===== src/rtl/ps2_key_event_parser.sv =====
// PS/2 Set-2 scancode parser: make/break/extended bytes in, key events and held-note bitmap out.
// Define PS2_TYPEMATIC_FILTER_EN to suppress typematic repeat makes.
module ps2_key_event_parser #(
  parameter int TIMEOUT_CYC = 2000000
) (
  input  logic       sys_clk,
  input  logic       rst,
  input  logic [7:0] code_data,
  input  logic       code_valid,
  output logic       code_rd,
  output logic       evt_valid,
  input  logic       evt_ready,
  output logic [7:0] evt_code,
  output logic       evt_ext,
  output logic       evt_break,
  output logic [7:0] note_held,
  output logic       proto_err
);

  localparam int CW = $clog2(TIMEOUT_CYC + 1);

  typedef enum logic [2:0] {
    S_IDLE,
    S_E0,
    S_F0,
    S_E0F0,
    S_SKIP
  } state_t;

  state_t        state_q, state_d;
  logic [2:0]    skip_q, skip_d;
  logic [CW-1:0] cnt_q, cnt_d;
  logic          perr_q, perr_d;
  logic [7:0]    note_q, note_d;
  logic          evt_valid_q, evt_valid_d;
  logic [7:0]    evt_code_q, evt_code_d;
  logic          evt_ext_q, evt_ext_d;
  logic          evt_break_q, evt_break_d;
`ifdef PS2_TYPEMATIC_FILTER_EN
  logic [511:0]  held_q, held_d;
`endif

  logic          fire;
  logic          f_ext;
  logic          f_brk;
  logic          suppress;
  logic [3:0]    ni;

  function automatic logic [3:0] note_idx(input logic [7:0] c);
    logic [3:0] r;
    r = 4'h0;
    unique case (c)
      8'h1C:   r = 4'b1000;
      8'h1B:   r = 4'b1001;
      8'h23:   r = 4'b1010;
      8'h2B:   r = 4'b1011;
      8'h34:   r = 4'b1100;
      8'h33:   r = 4'b1101;
      8'h3B:   r = 4'b1110;
      8'h42:   r = 4'b1111;
      default: r = 4'h0;
    endcase
    return r;
  endfunction

  function automatic logic is_drop(input logic [7:0] c);
    logic r;
    r = 1'b0;
    unique case (c)
      8'h00, 8'hAA, 8'hEE, 8'hFA,
      8'hFC, 8'hFD, 8'hFE, 8'hFF: r = 1'b1;
      default:                    r = 1'b0;
    endcase
    return r;
  endfunction

  function automatic logic is_pfx(input logic [7:0] c);
    return (c == 8'hE0) || (c == 8'hE1) || (c == 8'hF0);
  endfunction

  // Never pop a byte while an unaccepted event would be overwritten.
  assign code_rd = code_valid && !(evt_valid_q && !evt_ready);

  always_comb begin
    state_d     = state_q;
    skip_d      = skip_q;
    cnt_d       = cnt_q;
    perr_d      = perr_q;
    note_d      = note_q;
    evt_valid_d = evt_valid_q;
    evt_code_d  = evt_code_q;
    evt_ext_d   = evt_ext_q;
    evt_break_d = evt_break_q;
    fire        = 1'b0;
    f_ext       = 1'b0;
    f_brk       = 1'b0;
    suppress    = 1'b0;
    ni          = 4'h0;
`ifdef PS2_TYPEMATIC_FILTER_EN
    held_d      = held_q;
`endif

    if (code_rd) begin
      unique case (state_q)
        S_IDLE: begin
          if (code_data == 8'hE0) begin
            state_d = S_E0;
          end else if (code_data == 8'hF0) begin
            state_d = S_F0;
          end else if (code_data == 8'hE1) begin
            state_d = S_SKIP;
            skip_d  = 3'd7;
          end else if (!is_drop(code_data)) begin
            fire = 1'b1;
          end
        end
        S_E0: begin
          state_d = S_IDLE;
          if (code_data == 8'hF0) begin
            state_d = S_E0F0;
          end else if (code_data == 8'hE0 || code_data == 8'hE1) begin
            perr_d = 1'b1;
          end else begin
            fire  = 1'b1;
            f_ext = 1'b1;
          end
        end
        S_F0: begin
          state_d = S_IDLE;
          if (is_pfx(code_data)) begin
            perr_d = 1'b1;
          end else begin
            fire  = 1'b1;
            f_brk = 1'b1;
          end
        end
        S_E0F0: begin
          state_d = S_IDLE;
          if (is_pfx(code_data)) begin
            perr_d = 1'b1;
          end else begin
            fire  = 1'b1;
            f_ext = 1'b1;
            f_brk = 1'b1;
          end
        end
        S_SKIP: begin
          skip_d = skip_q - 3'd1;
          if (skip_q == 3'd1) state_d = S_IDLE;
        end
        default: state_d = S_IDLE;
      endcase
    end

    // Abandon a stalled prefix silently; the counter only runs mid-sequence.
    if (state_q == S_IDLE || code_rd) begin
      cnt_d = '0;
    end else if (cnt_q == CW'(TIMEOUT_CYC - 1)) begin
      cnt_d   = '0;
      state_d = S_IDLE;
    end else begin
      cnt_d = cnt_q + CW'(1);
    end

`ifdef PS2_TYPEMATIC_FILTER_EN
    if (fire) begin
      suppress = !f_brk && held_q[{f_ext, code_data}];
      held_d[{f_ext, code_data}] = !f_brk;
    end
`endif

    ni = note_idx(code_data);
    if (fire && !f_ext && ni[3]) note_d[ni[2:0]] = !f_brk;

    if (evt_valid_q && evt_ready) evt_valid_d = 1'b0;
    if (fire && !suppress) begin
      evt_valid_d = 1'b1;
      evt_code_d  = code_data;
      evt_ext_d   = f_ext;
      evt_break_d = f_brk;
    end
  end

  always_ff @(posedge sys_clk) begin
    if (rst) begin
      state_q     <= S_IDLE;
      skip_q      <= '0;
      cnt_q       <= '0;
      perr_q      <= 1'b0;
      note_q      <= '0;
      evt_valid_q <= 1'b0;
      evt_code_q  <= '0;
      evt_ext_q   <= 1'b0;
      evt_break_q <= 1'b0;
`ifdef PS2_TYPEMATIC_FILTER_EN
      held_q      <= '0;
`endif
    end else begin
      state_q     <= state_d;
      skip_q      <= skip_d;
      cnt_q       <= cnt_d;
      perr_q      <= perr_d;
      note_q      <= note_d;
      evt_valid_q <= evt_valid_d;
      evt_code_q  <= evt_code_d;
      evt_ext_q   <= evt_ext_d;
      evt_break_q <= evt_break_d;
`ifdef PS2_TYPEMATIC_FILTER_EN
      held_q      <= held_d;
`endif
    end
  end

  assign evt_valid = evt_valid_q;
  assign evt_code  = evt_code_q;
  assign evt_ext   = evt_ext_q;
  assign evt_break = evt_break_q;
  assign note_held = note_q;
  assign proto_err = perr_q;

endmodule


===== config.mk =====
export PLATFORM = sky130hd
export DESIGN_NAME = ps2_key_event_parser
export DESIGN_NICKNAME = d
export VERILOG_FILES = /design/src/rtl/ps2_key_event_parser.sv
export SDC_FILE = /design/constraint.sdc
export NUM_CORES = 1
export LEC_CHECK = 0
export CAP_MARGIN = 20
export CORE_ASPECT_RATIO = 1.5
export CORE_UTILIZATION = 35
export DETAILED_ROUTE_END_ITERATION = 10
export GPL_ROUTABILITY_DRIVEN = 0
export PLACE_DENSITY = 0.62
export SYNTH_ARGS = -nofsm -noshare
export SYNTH_HDL_FRONTEND = slang
export SYNTH_SLANG_ARGS = --single-unit

===== constraint.sdc =====
create_clock -name sys_clk -period 2.07 [get_ports sys_clk]
set_input_delay 0.414 -clock sys_clk [delete_from_list [all_inputs] [get_ports sys_clk]]
set_output_delay 0.414 -clock sys_clk [all_outputs]
set_load 0.02 [all_outputs]

== Word-level counts from Yosys, hierarchy flattened ==
Cells that the tools add are included.
Storage, ports and cells
  output and inout bits: 21
  bits of input ports: 12
  bits in registers: 47
Operators by class
  reduce and logical (&&, ||, !) cells: 23
  equal/unequal tests: 30
  add/sub/neg operators: 2
  $lt $le $gt $ge: 2
  muxes and demuxes: 42
Operator list (count)
  $eq 8x8->1 const B: 10
  $eq 8x6->1 const B: 5
  $pmux 4 s8: 1
  $mux 3: 10
  $mux 1: 23
  $add 21x1->21 const B: 1
  $eq 21x21->1 const B: 1
  $eq 8x5->1 const B: 2
  $ne 2x2->1 const B: 5
  $reduce_and 5->1: 2
  $pmux 3 s3: 1
  $bwmux 8: 1
  $eq 8x7->1 const B: 1
  $logic_not 8->1: 1
  $reduce_or 8->1: 1
  $eq 3x1->1 const B: 2
  $eq 3x2->1 const B: 2
  $logic_and 1x1->1: 6
  $pmux 3 s2: 1
  $reduce_bool 2->1: 3
  $logic_not 1->1: 4
  $lt 3x4->1 const B: 1
  $pmux 1 s2: 2
  $demux 1 s3: 1
  10 further kinds: 12

== Depth between registers and ports, before layout ==
Gate-level depths: netlist (run 1).
  depth after elaboration: 16
  depth in mapped cells: 7
  depth with buffers taken out: 6

== Worst setup path before layout (run 1) ==
No wires, ideal clock.
  path type: in2reg
  from: input code_data[0]
  to: register note_q[4], in the netlist note_held[4]
  data required time: 1.953 ns
  stages: 7
  slack: 0.387 ns
  arrival time: 1.566 ns
  setup time: 0.117 ns
  cells stage by stage: buf_4 > and4b_4 > o21ai_4 > and3_4 > buf_6 > nand3_1 > a32o_1
Between the ends
  longest elaborated chain between the ends: 16
  elaborated cells on any way between the ends: 52
RTL lines
  from (decl): RTL line 8  | input logic [7:0] code_data,
  $eq 8x8->1 or $logic_not 8->1 (tied branches): RTL line 69  | unique case (c)
  $reduce_or 8->1: RTL line 69
  $mux 1: RTL line 69
  $mux 1: RTL line 110  | end else if (code_data == 8'hE1) begin
  $mux 1: RTL line 108  | end else if (code_data == 8'hF0) begin
  $mux 1: RTL line 106  | if (code_data == 8'hE0) begin
  $mux 1: RTL line 104  | unique case (state_q)
  $mux 1: RTL line 103  | if (code_rd) begin
  $mux 1: RTL line 113  | end else if (!is_drop(code_data)) begin
  $mux 1: RTL line 110
  $mux 1: RTL line 108
  $mux 1: RTL line 106
  $pmux 1 s3: RTL line 104
  $mux 1: RTL line 103
  $logic_and 1x1->1 (2 in series): RTL line 173  | if (fire && !f_ext && ni[3]) note_d[ni[2:0]] = !f_brk;
  to (signal assigned): RTL line 203  | note_q <= note_d;
  to (decl): RTL line 34  | logic [7:0] note_q, note_d;
Several ways; a longest one is shown, not always the timed one. The select of a mux whose other input is x is not followed.
A chain may end at the register's enable or synchronous reset.

== Final worst setup path (run 1) ==
  from: input code_data[2]
  to: register note_q[4], in the netlist note_held[4]
The elaborated chain is that of the path after synthesis.

==> impl_metrics.py, run 1 <==
metrics = {
    "pwr": {
        "vdd_drop_max_uv": 383,
        "seqPwrFrac_pct": 49.9,
        "swShare_pct": 24.6,
        "p_int_w": 0.00140,
        "leakage_nw": 1.12,
        "total_power_w": 0.00185,
        "p_per_area_mw_per_mm2": 582,
        "p_comb_share_pct": 13.1,
        "p_sw_w": 0.000457,
        "clkPwrFrac_pct": 37.0,
    },
    "critical_path": {
        "critical_path_class": "primary input to register",
        "required_ns": 2.27,
        "worstPathArrival_ns": 2.18,
        "crit_path_max_fanout": 7,
        "critPathCaptureType": "register",
        "rrSetupSlack_ns": 0.33,
        "cp_slowest_cell": "clkdlybuf4s50_1",
        "cpPeakStageDelay_ns": 0.51,
        "ff2ff_path_depth": 6,
        "cpMostUsedCell": "buf_4",
        "critPathLaunchType": "primary input",
        "cp_cell_sequence": "clkdlybuf4s50_1 -> buf_4 -> nor4_4 -> nand2_1 -> nand3_2 -> a311oi_4 -> buf_4 -> a32o_1",
    },
    "clocking": {
        "cts-hold-fix-buffers": 0,
        "clock_path_buffers": 2,
        "cts.clk_slew.worst_paths_ns": 0.09,
        "clock_latency_ns": 0.30,
        "h-tree-depth": 2,
        "cts_tree": "done",
        "clock_sinks": 47,
        "root_buffer": "clkbuf_8",
        "cts_inserted_buffers": 5,
    },
    "layout": {
        "n_antenna_cell": 0,
        "syn2layout_area_growth_pct": 30.3,
        "final_cell_count_no_fill": 417,
        "fillers": 655,
        "nets": 355,
        "drive_gt1_share_pct": 17.9,
        "multi_input_area_mm2": 0.00138,
        "seq_area_um2": 941,
    },
    "sta": {
        "tns_ns": 0,
        "max_freq_mhz": 506,
        "fin_ws_ns": 0.0921,
        "fin_crit_ns": 1.98,
        "hold_viol": 0,
        "worstMarginPinSlew_ns": 0.700,
        "finalMaxSlewViolations": 0,
        "hold_ws_ns": 0.457,
        "rsz0062_at_grt": "no",
        "slew_headroom_pct": 53.3,
        "finalSetupViolations": 0,
        "fin_crit_sh_pct": 95.5,
        "fin_skew_ns": 0.0101,
    },
    "floorplanning": {
        "chipWidth_um": 70.2,
        "ios": 33,
        "dieArea_mm2": 0.00732,
        "die_y_um": 104,
        "std_cell_rows": 36,
        "initial_utilization_pct": 36.9,
        "core_mm2": 0.00662,
    },
    "global_route": {
        "antenna_found_initial": 0,
        "grt_pass1_wl_um": 9940,
        "grt_max_degree": 25,
        "first_global_vias": 2182,
        "gr-usage-all-layers_pct": 16.7,
        "overflow": 0,
    },
    "worst_hold_path": {
        "hold_depth": 2,
        "hold_class": "register to register",
    },
    "detailed_routing": {
        "wl_um": 5720,
        "drtPass1Iterations": 4,
        "first_iter_violations": 80,
        "drc": 0,
        "routedWlPerCell_um": 13.7,
        "antenna_left": 0,
        "routed_via_density": 5.20,
        "vias": 2170,
    },
    "place": {
        "portBuffers": 32,
        "placedCellCount": 408,
        "hpwl_um": 4240,
        "pre_cts_ws_ns": -0.231,
    },
    "run": {
        "maxCapViolations": 0,
    },
    "synthesis": {
        "synth_fp_nets": 297,
        "synthArstFlopShare_pct": 0,
        "yosys.area.top_type": "dfxtp_1",
        "synth_top_cells_by_count": "47 x dfxtp_1, 36 x nor2_1, 33 x nand2_1",
        "netlist_instances": 282,
        "ys_warn_count": 0,
        "seq_area_frac_synth_pct": 38.5,
        "netlist.area_leader.share_pct": 38.5,
        "synth.top_cells.by_area": "dfxtp_1 39%, nor2_1 5.5%, nand2_1 5.1%",
        "synth_ff_type": "dfxtp_1",
        "yosysUniqueCellTypes": 55,
        "ys_ff_latch": 47,
        "synth_edf_count": 0,
        "avgSynthCellArea_um2": 8.66,
        "post-synth-top-count-cell": "dfxtp_1",
        "synth_area_mm2": 0.00244,
    },
    "outcome": {
        "outcome": "finished, final reports clean",
    },
}
## cell usage in the layout (no fill, tap or decap), types with 3 or more instances in the layout
| master | instances |
|---|---|
| inv_1 | 11 |
| xor2_1 | 8 |
| nand2_1 | 33 |
| a21oi_1 | 4 |
| nor4b_1 | 4 |
| a32o_1 | 6 |
| nor2_1 | 36 |
| clkbuf_8 | 5 |
| nand3b_1 | 3 |
| mux2i_1 | 9 |
| nand4_1 | 6 |
| nand3_1 | 16 |
| xnor2_1 | 12 |
| ha_1 | 3 |
| and4_1 | 4 |
| nor4_1 | 5 |
| o21ai_0 | 3 |
| dfxtp_1 | 47 |
| nor3_1 | 9 |
| clkdlybuf4s50_1 | 30 |
| a41oi_1 | 3 |
| a31oi_1 | 3 |
| buf_4 | 32 |
## sequential cells by signal, indices dropped and copies added, names as in the netlist
name	cells
proto_err	1
evt_break	1
evt_valid	1
state_q	3
evt_ext	1
skip_q	3
evt_code	8
note_held	8
cnt_q	21
## metal layers
layer / track usage [%] / wire length, µm / share of wire (%) / vias up
met2: 31.1 / 3060 / 54 / 38
met3: 2.52 / 157 / 2.7 / 14
met5: 0 / 0 / 0 / -
li1: - / - / - / 1109
met1: 18.4 / 2380 / 42 / 1009
met4: 6.86 / 118 / 2.1 / 0
## worst max-delay path: cells and delay by family
kind | cells | cell delay [ns]
buf+inv | 3 | 0.91
simple gates | 3 | 0.55
compound gates | 2 | 0.31
## worst paths after layout
check                                 from                   endpoint
setup / recovery              code_data[2]  note_held[4]$_SDFFE_PP0P_
hold / removal    evt_code[0]$_SDFFE_PP0P_   evt_code[0]$_SDFFE_PP0P_
setup reg to reg       cnt_q[0]$_SDFF_PP0_       cnt_q[18]$_SDFF_PP0_
hold reg to reg   evt_code[0]$_SDFFE_PP0P_   evt_code[0]$_SDFFE_PP0P_
## area by class of cell
class	count	area share (%)
clock inverter	3	1.38
inverter	13	1.53
multi-input combinational	207	43.5
clock buffer	5	2.16
tap	76	2.99
timing repair buffer	66	18.9
sequential	47	29.6
## power groups by stage
stage	clock network (W)	logic [W]	registers [W]
after global placement	0	0.000238	0.000947
after detailed placement	0	0.000239	0.000948
final	0.000685	0.000243	0.000926
after global routing	0.000750	0.000262	0.000929
after floorplan	0	0.000101	0.000964
after CTS	0.000712	0.000239	0.000926
## metrics by stage
step                      area [µm²]  util (%)
after floorplan                 2440         -
after global placement          3040      46.0
after detailed placement        3040      46.0
after CTS                       3160      47.7
after global routing            3180      48.1
final                           3180      48.1
## cells by family after synthesis
group                    after synthesis  share of synthesized area (%)
adder cells (fa/ha/maj)                3                           1.54
AND/OR/NAND/NOR                      142                           32.2
XOR/XNOR                              20                           7.17
flip-flops                            47                           38.5
multiplexers                          10                           4.15
buffers and inverters                 28                           5.53
AO/OA/AOI/OAI                         32                           10.9
## what timing repair did
item | in CTS | in global routing
endpoints found under the setup margin | 1 | 9
cloned | 0 | 0
pin swaps | 0 | 1
setup buffers | 0 | 1
hold endpoints to repair | 0 | 0
gates resized for setup | 1 | 4
(Power assumes the default switching activity.)
==> inputs of run 2 (changes only) <==
--- a/config.mk
+++ b/config.mk
@@ -10,6 +10,7 @@
 export CORE_UTILIZATION = 35
 export DETAILED_ROUTE_END_ITERATION = 10
 export GPL_ROUTABILITY_DRIVEN = 0
+export GPL_TIMING_DRIVEN = 0
 export PLACE_DENSITY = 0.62
 export SYNTH_ARGS = -nofsm -noshare
 export SYNTH_HDL_FRONTEND = slang
==> run 2 against run 1 <==
Combinational power fell by 19%. Clock-buffer cell count unchanged. Design area down 7.4%. Largest cell class unchanged. Largest power group unchanged.
==> impl_metrics.py, run 2 (synthesis gave the netlist of run 1 again) <==
metrics = {
    "outcome": {
        "outcome": "finished, final reports clean",
    },
    "sta": {
        "max_freq_mhz": 505,
        "fin_skew_ns": 0.0163,
        "finalSetupViolations": 0,
        "fin_ws_ns": 0.0908,
        "tns_ns": 0,
        "finalMaxSlewViolations": 0,
        "fin_crit_ns": 1.98,
        "rsz0062_at_grt": "no",
        "worstMarginPinSlew_ns": 0.474,
        "slew_headroom_pct": 68.4,
        "hold_viol": 0,
        "fin_crit_sh_pct": 95.6,
        "hold_ws_ns": 0.421,
    },
    "pwr": {
        "vdd_drop_max_uv": 318,
        "p_per_area_mw_per_mm2": 619,
        "leakage_nw": 0.985,
        "total_power_w": 0.00182,
    },
    "critical_path": {
        "path_depth": 7,
        "crit_path_max_fanout": 9,
        "cp_cell_sequence": "clkdlybuf4s50_1 -> and4b_4 -> o21ai_4 -> nand3b_2 -> a31oi_1 -> buf_4 -> mux2i_1",
        "worstPathArrival_ns": 2.22,
        "ff2ff_path_depth": 6,
        "required_ns": 2.31,
        "critPathLaunchType": "primary input",
        "startpoint": "code_data[4]",
        "reg2reg_to": "cnt_q[4]$_SDFF_PP0_",
        "critical_path_class": "primary input to register",
        "cpPeakStageDelay_ns": 0.54,
        "path_delay_family": "buffers and inverters",
        "rrSetupSlack_ns": 0.33,
        "rr_startpoint": "cnt_q[14]$_SDFF_PP0_",
        "critPathCaptureType": "register",
        "crit_buf_inv": 2,
        "cp_slowest_cell": "clkdlybuf4s50_1",
    },
    "detailed_routing": {
        "routedWlPerCell_um": 13.7,
        "vias": 2065,
        "antenna_left": 0,
        "first_iter_violations": 74,
        "drtPass1Iterations": 4,
        "drc": 0,
        "routed_via_density": 5.24,
        "wl_um": 5400,
    },
    "layout": {
        "nets": 332,
        "syn2layout_area_growth_pct": 20.6,
        "n_antenna_cell": 0,
        "drive_gt1_share_pct": 11.6,
        "largest_reg_flops": 21,
        "final_common_cell": "dfxtp_1",
        "regMostFlops": "cnt_q",
        "fin_area_mm2": 0.00295,
        "most-common-layout-cells": "47 x dfxtp_1, 36 x nor2_1, 32 x nand2_1",
    },
    "clocking": {
        "clock_path_buffers": 2,
        "h-tree-depth": 2,
        "cts_inserted_buffers": 5,
        "root_buffer": "clkbuf_8",
        "cts_tree": "done",
        "clock_sinks": 47,
        "cts-hold-fix-buffers": 0,
        "clock_latency_ns": 0.31,
        "cts.clk_slew.worst_paths_ns": 0.09,
        "cts_setup_buffers": 0,
    },
    "global_route": {
        "antenna_found_initial": 0,
        "first_global_vias": 2006,
        "overflow": 0,
        "grt_max_degree": 17,
        "grt_pass1_wl_um": 9360,
        "gr-usage-all-layers_pct": 15.8,
    },
    "place": {
        "placed_area_mm2": 0.00282,
        "portBuffers": 28,
        "hpwl_um": 4100,
        "pre_cts_ws_ns": -0.363,
    },
    "worst_hold_path": {
        "hold_depth": 3,
        "holdPathEnd": "evt_code[2]$_SDFFE_PP0P_",
        "min_from": "code_data[2]",
        "hold_class": "primary input to register",
    },
    "floorplanning": {
        "dieArea_mm2": 0.00732,
        "std_cell_rows": 36,
        "initial_utilization_pct": 36.9,
        "core_mm2": 0.00662,
        "chipWidth_um": 70.2,
        "ios": 33,
        "die_y_um": 104,
    },
    "run": {
        "maxCapViolations": 0,
    },
}
run 2: cell count changes in the layout (fill, tap and decap cells not counted), sizes merged:
cell	change
clkdlybuf4s50	-5
clkbuf	+6
clkinv	-1
inv	+1
dlygate4sd2	-1
dlymetal6s2s	+1
clkdlybuf4s15	+1
buf	-25
run 2: worst max-delay path by stage:
| stage | slack [ns] | to |
|---|---|---|
| 2_1_floorplan | 0.39 | note_held[4]$_SDFFE_PP0P_ |
| 3_3_place_gp | -0.35 | code_rd |
| 3_5_place_dp | -0.36 | code_rd |
| 4_1_cts | 0.03 | evt_code[1]$_SDFFE_PP0P_ |
| 5_1_grt | 0.01 | evt_code[1]$_SDFFE_PP0P_ |
| 6_report | 0.09 | evt_code[1]$_SDFFE_PP0P_ |
run 2: timing repair:
item / CTS / global route
resized for setup: 4 / 5
cloned: 0 / 0
setup endpoints to repair: 1 / 16
run 2: metrics by stage:
step | utilization, % | instances
floorplan | - | 282
global placement | 42.6 | 386
detailed placement | 42.6 | 386
CTS | 44.4 | 394
global route | 44.5 | 394
finish | 44.5 | 394
run 2: cell type report:
class	count	area (µm²)
plain buffers	15	87.6
clock buffers	5	68.8
clock inverters	3	47.5
fillers	674	3670
inverters	13	48.8
multi-input cells	207	1370
flip-flops and latches	47	941
well taps	76	95.1
repair buffers	28	287
run 2: power by group:
group | total [W] | switching, W | internal [W]
logic | 0.000196 | 0.000115 | 0.0000808
clock network | 0.000704 | 0.000337 | 0.000366
registers | 0.000925 | 0.00000715 | 0.000918
total | 0.00182 | 0.000460 | 0.00137
run 2: tightest hold or removal path, stage by stage:
cell,delay (ns)
buf_4,0.15
nand2_1,0.06
mux2i_1,0.06
run 2: per-layer routing:
| layer | share of wire (%) | vias up | track usage (%) | wire (µm) |
|---|---|---|---|---|
| met4 | 1.6 | 0 | 5.29 | 86 |
| li1 | - | 1069 | - | - |
| met5 | 0 | - | 0 | 0 |
| met3 | 2.6 | 8 | 2.91 | 142 |
| met2 | 55 | 28 | 29.9 | 2960 |
| met1 | 41 | 960 | 17.2 | 2210 |
==> inputs of run 3 (changes only) <==
--- a/config.mk
+++ b/config.mk
@@ -11,6 +11,7 @@
 export DETAILED_ROUTE_END_ITERATION = 10
 export GPL_ROUTABILITY_DRIVEN = 0
 export GPL_TIMING_DRIVEN = 0
+export MAX_ROUTING_LAYER = met4
 export PLACE_DENSITY = 0.62
 export SYNTH_ARGS = -nofsm -noshare
 export SYNTH_HDL_FRONTEND = slang
==> run 3 against run 2 <==
Fmax is essentially flat. Critical path depth is the same. Cell count is the same.
==> impl_metrics.py, run 3 (synthesis gave the netlist of run 1 again) <==
metrics = {
    "outcome": {
        "outcome": "finished, final reports clean",
    },
    "pwr": {
        "p_int_w": 0.00137,
        "leakage_nw": 0.985,
        "swShare_pct": 25.3,
        "p_comb_share_pct": 10.7,
        "p_per_area_mw_per_mm2": 620,
        "seqPwrFrac_pct": 50.6,
        "vdd_drop_max_uv": 318,
        "clkPwrFrac_pct": 38.7,
        "p_sw_w": 0.000462,
    },
    "critical_path": {
        "critPathLaunchType": "primary input",
        "required_ns": 2.31,
        "crit_buf_inv": 2,
        "critical_path_class": "primary input to register",
        "cp_cell_sequence": "clkdlybuf4s50_1 -> and4b_4 -> o21ai_4 -> nand3b_2 -> a31oi_1 -> buf_4 -> mux2i_1",
        "crit_path_max_fanout": 9,
        "critPathCaptureType": "register",
        "worstPathArrival_ns": 2.22,
        "cp_slowest_cell": "clkdlybuf4s50_1",
        "cpPeakStageDelay_ns": 0.54,
        "path_delay_family": "buffers and inverters",
    },
    "sta": {
        "fin_skew_ns": 0.0163,
        "fin_crit_ns": 1.98,
        "hold_viol": 0,
        "tns_ns": 0,
        "finalSetupViolations": 0,
        "slew_headroom_pct": 68.4,
        "max_freq_mhz": 505,
        "rsz0062_at_grt": "no",
        "fin_ws_ns": 0.0902,
        "finalMaxSlewViolations": 0,
        "fin_crit_sh_pct": 95.6,
        "worstMarginPinSlew_ns": 0.474,
    },
    "detailed_routing": {
        "wl_um": 5410,
        "routedWlPerCell_um": 13.7,
        "routed_via_density": 5.25,
        "first_iter_violations": 81,
        "drtPass1Iterations": 4,
        "antenna_left": 0,
        "drc": 0,
        "vias": 2070,
    },
    "global_route": {
        "grt_pass1_wl_um": 9360,
        "first_global_vias": 2007,
        "use_met1_pct": 17.3,
        "grt.busiest_layer": "met2",
        "gr-usage-all-layers_pct": 16.3,
        "grt_max_degree": 17,
        "antenna_found_initial": 0,
        "gr-usage-met2_pct": 29.8,
        "overflow": 0,
        "use_met3_pct": 2.91,
    },
    "floorplanning": {
        "std_cell_rows": 36,
        "chipWidth_um": 70.2,
        "ios": 33,
        "die_y_um": 104,
        "core_mm2": 0.00662,
        "dieArea_mm2": 0.00732,
        "initial_utilization_pct": 36.9,
    },
    "place": {
        "portBuffers": 28,
        "pre_cts_ws_ns": -0.363,
        "hpwl_um": 4100,
    },
    "layout": {
        "most-common-layout-cells": "47 x dfxtp_1, 36 x nor2_1, 32 x nand2_1",
        "regMostFlops": "cnt_q",
        "syn2layout_area_growth_pct": 20.6,
        "nets": 332,
        "final_common_cell": "dfxtp_1",
        "fillers": 674,
        "drive_gt1_share_pct": 11.6,
        "n_antenna_cell": 0,
        "largest_reg_flops": 21,
    },
    "clocking": {
        "clock_sinks": 47,
        "cts-hold-fix-buffers": 0,
        "cts.clk_slew.worst_paths_ns": 0.09,
        "h-tree-depth": 2,
        "cts_inserted_buffers": 5,
        "cts_tree": "done",
        "root_buffer": "clkbuf_8",
        "clock_latency_ns": 0.31,
        "clock_path_buffers": 2,
    },
    "worst_hold_path": {
        "hold_class": "primary input to register",
    },
    "run": {
        "maxCapViolations": 0,
    },
}
-- run 3: cell counts in the layout (fill, tap and decap cells not counted) --
Identical to the previous run, type by type.
-- run 3: layout make-up --
type                       count  area (µm²)  area share [%]
timing repair buffer          28         287            9.72
clock inverter                 3        47.5            1.61
buffer                        15        87.6            2.97
tap                           76        95.1            3.23
clock buffer                   5        68.8            2.34
multi-input combinational    207        1370            46.5
sequential                    47         941            31.9
inverter                      13        48.8            1.66
-- run 3: path summary, 6_finish.rpt --
kind / start / end / slack [ns] / depth (start not counted)
worst max-delay path: code_data[4] / evt_code[1]$_SDFFE_PP0P_ / 0.09 / 7
worst min-delay path: code_data[2] / evt_code[2]$_SDFFE_PP0P_ / 0.42 / 3
worst min register to register: evt_code[0]$_SDFFE_PP0P_ / evt_code[0]$_SDFFE_PP0P_ / 0.46 / 2
worst max register to register: cnt_q[14]$_SDFF_PP0_ / cnt_q[4]$_SDFF_PP0_ / 0.33 / 6
-- run 3: power groups by stage --
| stage | logic (W) | registers [W] | clock network, W |
|---|---|---|---|
| after floorplan | 0.000101 | 0.000964 | 0 |
| after global placement | 0.000196 | 0.000946 | 0 |
| after detailed placement | 0.000197 | 0.000946 | 0 |
| after CTS | 0.000198 | 0.000925 | 0.000737 |
| after global routing | 0.000213 | 0.000928 | 0.000773 |
| final | 0.000196 | 0.000925 | 0.000706 |
-- run 3: metrics by stage --
stage | util [%] | power [W] | hold WS [ns] | std cells | area, µm²
detailed placement | 42.6 | 0.00114 | 0.446 | 386 | 2820
global placement | 42.6 | 0.00114 | 0.442 | 386 | 2820
finish | 44.5 | 0.00183 | 0.422 | 394 | 2950
CTS | 44.4 | 0.00186 | 0.412 | 394 | 2940
floorplan | - | 0.00107 | 0.430 | 282 | 2440
global route | 44.5 | 0.00191 | 0.432 | 394 | 2950
-- run 3: what timing repair did --
item,4_1_cts,5_1_grt
gates cloned,0,0
setup endpoints to repair,1,16
gates resized for setup,4,5
buffers inserted,0,0
-- run 3: per-layer routing --
layer / share of wire, % / vias to the layer above
li1: - / 1071
met1: 41 / 962
met2: 55 / 28
met3: 2.6 / 9
met4: 1.6 / 0
met5: 0 / -
-- run 3: worst reg2reg max path, stage by stage (launching register included) --
cell     delay [ns]
dfxtp_1        0.35
or4b_1         0.51
nor3_1         0.24
a21oi_1        0.12
nand3_1        0.16
buf_4          0.19
nor2_1         0.06
